File: src/rtl/branch_target_buffer.sv
// Direct-mapped, tagged BTB with saturating direction counters and mispredict statistics.
// Lookup is combinational with zero latency; training and stats update on CLK; Mispredict is registered (1 cycle). No backpressure.
// Optional macro BTB_BYPASS_EN forwards a same-cycle update to a matching lookup.
module branch_target_buffer #(
    parameter int ENTRIES = 16,
    parameter int ADDR_W  = 32,
    parameter int CNT_W   = 2,
    parameter int STAT_W  = 16
) (
    input  logic              CLK,
    input  logic              RESET,
    input  logic [ADDR_W-1:0] IF_PC,
    output logic              Pred_Hit,
    output logic              Pred_Taken,
    output logic [ADDR_W-1:0] Pred_Target,
    input  logic              Upd_Valid,
    input  logic [ADDR_W-1:0] Upd_PC,
    input  logic              Upd_Taken,
    input  logic [ADDR_W-1:0] Upd_Target,
    input  logic              Upd_Pred_Taken,
    input  logic              Flush_All,
    output logic              Mispredict,
    output logic [STAT_W-1:0] Lookup_Cnt,
    output logic [STAT_W-1:0] Mispred_Cnt
);
    localparam int IDX_W = $clog2(ENTRIES);
    localparam int TAG_W = ADDR_W - IDX_W - 2;
    localparam logic [CNT_W-1:0]  CNT_MAX  = '1;
    localparam logic [CNT_W-1:0]  CNT_WEAK = CNT_W'(2 ** (CNT_W - 1));
    localparam logic [STAT_W-1:0] STAT_MAX = '1;

    logic [ENTRIES-1:0] valid_q, valid_d;
    logic [TAG_W-1:0]   tag_q [ENTRIES];
    logic [TAG_W-1:0]   tag_d [ENTRIES];
    logic [ADDR_W-1:0]  tgt_q [ENTRIES];
    logic [ADDR_W-1:0]  tgt_d [ENTRIES];
    logic [CNT_W-1:0]   cnt_q [ENTRIES];
    logic [CNT_W-1:0]   cnt_d [ENTRIES];
    logic               mispred_q, mispred_d;
    logic [STAT_W-1:0]  lookup_cnt_q, lookup_cnt_d;
    logic [STAT_W-1:0]  mispred_cnt_q, mispred_cnt_d;

    logic [IDX_W-1:0] if_idx, upd_idx;
    logic [TAG_W-1:0] if_tag, upd_tag;
    logic             upd_hit;
    logic             rd_valid;
    logic [TAG_W-1:0] rd_tag;
    logic [ADDR_W-1:0] rd_tgt;
    logic [CNT_W-1:0] rd_cnt;
    logic             unused_low_bits;

    assign if_idx  = IF_PC[IDX_W+1:2];
    assign if_tag  = IF_PC[ADDR_W-1:IDX_W+2];
    assign upd_idx = Upd_PC[IDX_W+1:2];
    assign upd_tag = Upd_PC[ADDR_W-1:IDX_W+2];
    assign upd_hit = valid_q[upd_idx] && (tag_q[upd_idx] == upd_tag);
    assign unused_low_bits = ^{IF_PC[1:0], Upd_PC[1:0]};

    always_comb begin
        valid_d = valid_q;
        tag_d   = tag_q;
        tgt_d   = tgt_q;
        cnt_d   = cnt_q;
        if (Flush_All) begin
            valid_d = '0;
        end else if (Upd_Valid) begin
            if (upd_hit) begin
                if (Upd_Taken) begin
                    tgt_d[upd_idx] = Upd_Target;
                    if (cnt_q[upd_idx] != CNT_MAX)
                        cnt_d[upd_idx] = cnt_q[upd_idx] + CNT_W'(1);
                end else if (cnt_q[upd_idx] != '0) begin
                    cnt_d[upd_idx] = cnt_q[upd_idx] - CNT_W'(1);
                end
            end else if (Upd_Taken) begin
                valid_d[upd_idx] = 1'b1;
                tag_d[upd_idx]   = upd_tag;
                tgt_d[upd_idx]   = Upd_Target;
                cnt_d[upd_idx]   = CNT_WEAK;
            end
        end
    end

    // Mispredict compares against the pre-update target, even when flushing.
    always_comb begin
        mispred_d = Upd_Valid &&
                    ((Upd_Taken != Upd_Pred_Taken) ||
                     (Upd_Taken && Upd_Pred_Taken && (tgt_q[upd_idx] != Upd_Target)));
        lookup_cnt_d  = lookup_cnt_q;
        mispred_cnt_d = mispred_cnt_q;
        if (Upd_Valid && (lookup_cnt_q != STAT_MAX))
            lookup_cnt_d = lookup_cnt_q + STAT_W'(1);
        if (mispred_d && (mispred_cnt_q != STAT_MAX))
            mispred_cnt_d = mispred_cnt_q + STAT_W'(1);
    end

`ifdef BTB_BYPASS_EN
    logic byp;
    assign byp = RESET && Upd_Valid && (Upd_PC[ADDR_W-1:2] == IF_PC[ADDR_W-1:2]);
    always_comb begin
        rd_valid = byp ? valid_d[if_idx] : valid_q[if_idx];
        rd_tag   = byp ? tag_d[if_idx]   : tag_q[if_idx];
        rd_tgt   = byp ? tgt_d[if_idx]   : tgt_q[if_idx];
        rd_cnt   = byp ? cnt_d[if_idx]   : cnt_q[if_idx];
    end
`else
    always_comb begin
        rd_valid = valid_q[if_idx];
        rd_tag   = tag_q[if_idx];
        rd_tgt   = tgt_q[if_idx];
        rd_cnt   = cnt_q[if_idx];
    end
`endif

    assign Pred_Hit    = rd_valid && (rd_tag == if_tag);
    assign Pred_Taken  = Pred_Hit && rd_cnt[CNT_W-1];
    assign Pred_Target = Pred_Taken ? rd_tgt : IF_PC + ADDR_W'(4);
    assign Mispredict  = mispred_q;
    assign Lookup_Cnt  = lookup_cnt_q;
    assign Mispred_Cnt = mispred_cnt_q;

    always_ff @(posedge CLK or negedge RESET) begin
        if (!RESET) begin
            valid_q       <= '0;
            mispred_q     <= 1'b0;
            lookup_cnt_q  <= '0;
            mispred_cnt_q <= '0;
            for (int i = 0; i < ENTRIES; i++) begin
                tag_q[i] <= '0;
                tgt_q[i] <= '0;
                cnt_q[i] <= '0;
            end
        end else begin
            valid_q       <= valid_d;
            tag_q         <= tag_d;
            tgt_q         <= tgt_d;
            cnt_q         <= cnt_d;
            mispred_q     <= mispred_d;
            lookup_cnt_q  <= lookup_cnt_d;
            mispred_cnt_q <= mispred_cnt_d;
        end
    end
endmodule

File: config.mk
export PLATFORM = sky130hd
export DESIGN_NAME = branch_target_buffer
export DESIGN_NICKNAME = d
export VERILOG_FILES = /design/src/rtl/branch_target_buffer.sv
export SDC_FILE = /design/constraint.sdc
export NUM_CORES = 2
export LEC_CHECK = 0
export BUFFER_PORTS_ARGS = -buffer_cell sky130_fd_sc_hd__buf_2
export CORE_MARGIN = 2
export CORE_UTILIZATION = 58
export CTS_BUF_LIST = sky130_fd_sc_hd__clkbuf_16
export DETAILED_ROUTE_END_ITERATION = 7
export PLACE_DENSITY = 0.75
export SETUP_SLACK_MARGIN = 0.4
export SLEW_MARGIN = 20
export SYNTH_ARGS = -nofsm -noshare
export SYNTH_HDL_FRONTEND = slang
export SYNTH_SLANG_ARGS = --single-unit
File: constraint.sdc
create_clock -name CLK -period 5.8 [get_ports CLK]
set_input_delay 0.87 -clock CLK [delete_from_list [all_inputs] [get_ports CLK]]
set_output_delay 0.87 -clock CLK [all_outputs]
set_load 0.03 [all_outputs]
==> impl_metrics.tcl <==
set metrics [dict create \
    synth_cell_types 75 \
    worstPathCellList "buf_16 > mux4_2 > mux2i_1 > mux2i_1 > buf_4 > xor2_1 > nor4_2 > buf_4 > nand3_1 > nor4_4 > and2_4 > buf_12 > mux2_1 > buf_2" \
    die_w_um 316 \
    cts_tree "yes" \
    start_util_pct 58.4 \
    finalCritPeriodShare_pct 91.6 \
    ant_nets 0 \
    port-buffer-count 166 \
    place_inst 5034 \
    cp-start-kind "input pin" \
    ir_drop_mv 0.238 \
    worst_skew_pair.late_latency_ns 0.70 \
    finalSetupViolations 0 \
    instances_no_fill 5245 \
    overflow 0 \
    vias_per_cell 6.90 \
    cts_root_buffer "clkbuf_16" \
    p_sw_mw 5.29 \
    cellLeakagePower_nw 27.9 \
    wirelength_mm 159 \
    grt_usage_pct 32.2 \
    ys_ff_latch 1009 \
    crit_arrival_ns 4.44 \
    whs_ns 0.254 \
    max_freq_ghz 0.188 \
    fin_nets 3978 \
    status "complete, no violations" \
    syn_nets 3933 \
    place_hpwl_mm 99.1 \
    critPathKind "input pin to primary output" \
    grt_pass1_wl_mm 239 \
    p_clk_share_pct 36.2 \
    rsz0062_at_grt "no" \
    clockBufferDepth 3 \
    min_path_type "input pin to asynchronous set/reset pin" \
    max_stage_delay_ns 0.51 \
    synth.area.top_cells "dfrtp_1 (45%), mux4_2 (19%), mux2_2 (16%), mux2_1 (4.3%), mux2i_1 (3.7%)" \
    synth_top_cell_area_share_pct 44.8 \
    final_core_util_pct 64.3 \
    synth_edf_count 0 \
    async_reset_ff_share_pct 100 \
    pwr-share-seq_pct 45.3 \
    ctsHoldBuffers 0 \
    reg2regPathDepth 9 \
    netlist_area_um2 56300 \
    combPwrFrac_pct 18.6 \
    htree_levels 3 \
    tightest_slew_ns 0.978 \
    syn2layout_area_growth_pct 10.1 \
    first_pass_iters 6 \
    relSlewSlack_pct 34.7 \
    avgSynthCellArea_um2 14.7 \
    finalCriticalPeriod_ns 5.31 \
    tns_ns 0 \
    avgRoutedWirePerCell_um 30.3 \
    multi_input_area_um2 29200 \
    ys_warn_count 0 \
    cts_setup_buffers 0 \
    drv_cap 0 \
    yosysSeqAreaShare_pct 44.8 \
    crit_family "simple AND/OR/NAND/NOR gates" \
    cts_made_buffers 107 \
    grt_max_degree 158 \
    power_density_nw_per_um2 309 \
    finalMaxSlewViolations 0 \
    die_h_um 316 \
    endpoint_kind "primary output" \
    clock-sinks 1009 \
    path_buf_inv 5 \
    synth_top_area_cell "dfrtp_1" \
    drt_iter0_markers 3532 \
    io_pins 169 \
    internal_power_mw 13.9 \
    grt_pass1_vias 36600 \
    clk_pin_slew_ns 0.06 \
    hold_viol_final 0 \
    ff_latch_area_um2 25200 \
    syn_inst 3825 \
    synth_ff_type "dfrtp_1" \
    crit_required_ns 4.93 \
    fill_cells 7069 \
    antenna_found_initial 14 \
    clock_skew_ns 0.0306 \
    crit_cells 14 \
    cp_slowest_cell "mux4_2" \
    globalplace.congestion 0.872 \
    vias 36200 \
    drive_gt1_share_pct 44.7 \
    num_rows 114 \
    core_area_um2 96400 \
    crit_fanout 16 \
    drc 0 \
    die-area_um2 99600 \
    p_sw_share_pct 27.6 \
]
[metrics by stage]
stage	setup slack, ns	power, mW	cell area (um^2)
floorplan	0.471	11.1	56300
global placement	0.240	12.1	58300
detailed placement	0.187	12.3	58300
CTS	0.457	19.2	61900
global route	0.417	19.9	62000
finish	0.486	19.2	62000
[cell usage in the layout (no fill, tap or decap), types with 7 or more instances in the layout]
cell type	synthesis	layout
nand4_1	26	26
clkinv_1	2	24
nor2b_1	17	14
clkbuf_16	0	111
nand2b_1	10	10
a21oi_1	25	25
mux2_2	783	783
xor2_1	56	56
mux2i_1	210	208
inv_1	39	64
a22oi_1	57	57
nand2_1	67	65
xnor2_1	86	84
nor3_1	21	21
mux4_2	474	474
nor2_1	48	32
nor4_1	18	17
o2111ai_1	9	9
a31oi_1	7	7
buf_12	1	20
and4_1	14	14
bufinv_16	0	14
nor2_4	0	15
a211oi_1	15	14
mux2_1	217	217
clkinv_2	0	17
nand2_8	10	10
buf_4	45	104
o21ai_0	31	31
o22ai_1	12	12
dfrtp_1	1009	1009
diode_2	0	7
or3_1	11	11
buf_2	70	159
nand3_1	62	62
and3_1	34	34
[flip-flops by register name (all words and copies together), names as in the netlist]
signal       cells
Lookup_Cnt      16
valid_q         16
tag_q          416
Mispred_Cnt     16
tgt_q          512
Mispredict       1
cnt_q           32
[repair_timing]
action	CTS	global route
cloned	1	2
setup endpoints to repair	28	27
pin swaps	3	4
gates resized for setup	6	10
[synthesized netlist by cell type (all sizes together), types with 4 or more instances]
library cell / number
ha: 6
o21ai: 38
nor3: 21
mux2i: 210
nor2: 48
and2: 8
mux2: 1000
nand2: 81
inv: 39
a22oi: 57
and4: 14
or3: 11
a221oi: 5
nand4: 26
a211o: 4
xnor2: 86
a22o: 5
o2111ai: 9
nor2b: 17
o22ai: 12
buf: 196
mux4: 474
a21oi: 25
o31ai: 6
xor2: 56
nand2b: 10
and3: 34
nor4: 21
a31oi: 7
clkbuf: 167
o211ai: 4
nand3: 65
dfrtp: 1009
a211oi: 15
[power by group through the flow]
stage / clock (mW) / sequential [mW] / combinational (mW)
global route: 7.33 / 8.80 / 3.80
detailed placement: 0 / 8.78 / 3.52
finish: 6.94 / 8.69 / 3.56
global placement: 0 / 8.70 / 3.45
floorplan: 0 / 8.62 / 2.52
CTS: 7.02 / 8.66 / 3.55
[cell families after synthesis]
| family | after synthesis | share of synthesized area, % |
|---|---|---|
| mux | 1684 | 42.7 |
| flops | 1009 | 44.8 |
| buf+inv | 404 | 3.66 |
| simple gates | 367 | 3.82 |
| compound gates | 213 | 2.69 |
| xor+xnor | 142 | 2.21 |
| fa+ha+maj | 6 | 0.133 |
[final cells by class]
cell class / count / share of cell area [%]
clock buffer: 109 / 4.40
inverter: 41 / 0.252
clock inverter: 92 / 1.29
multi-input combinational: 2412 / 47.1
sequential: 1009 / 40.7
antenna: 7 / 0.0282
tap: 1276 / 2.57
timing repair buffer: 299 / 3.65
[layer usage]
metal  wire length [um]  up-vias  GRT usage (%)
li1                   -    14800              -
met3              15400      319           7.50
met4               4850        8           10.8
met5                 44        -              0
met2              74100     1675           49.6
met1              64500    19400           45.7
[path summary, 6_finish.rpt]
path | start | to | slack, ns
max in group asynchronous | RESET | tag_q[393] | 4.10
setup / recovery | IF_PC[2] | Pred_Target[20] | 0.49
min in group CLK | cnt_q[10] | cnt_q[10] | 0.49
hold reg to reg | cnt_q[10] | cnt_q[10] | 0.49
setup reg to reg | tag_q[232] | cnt_q[30] | 1.62
hold / removal | RESET | tgt_q[27] | 0.25
Power figures use the tool's default switching activity.
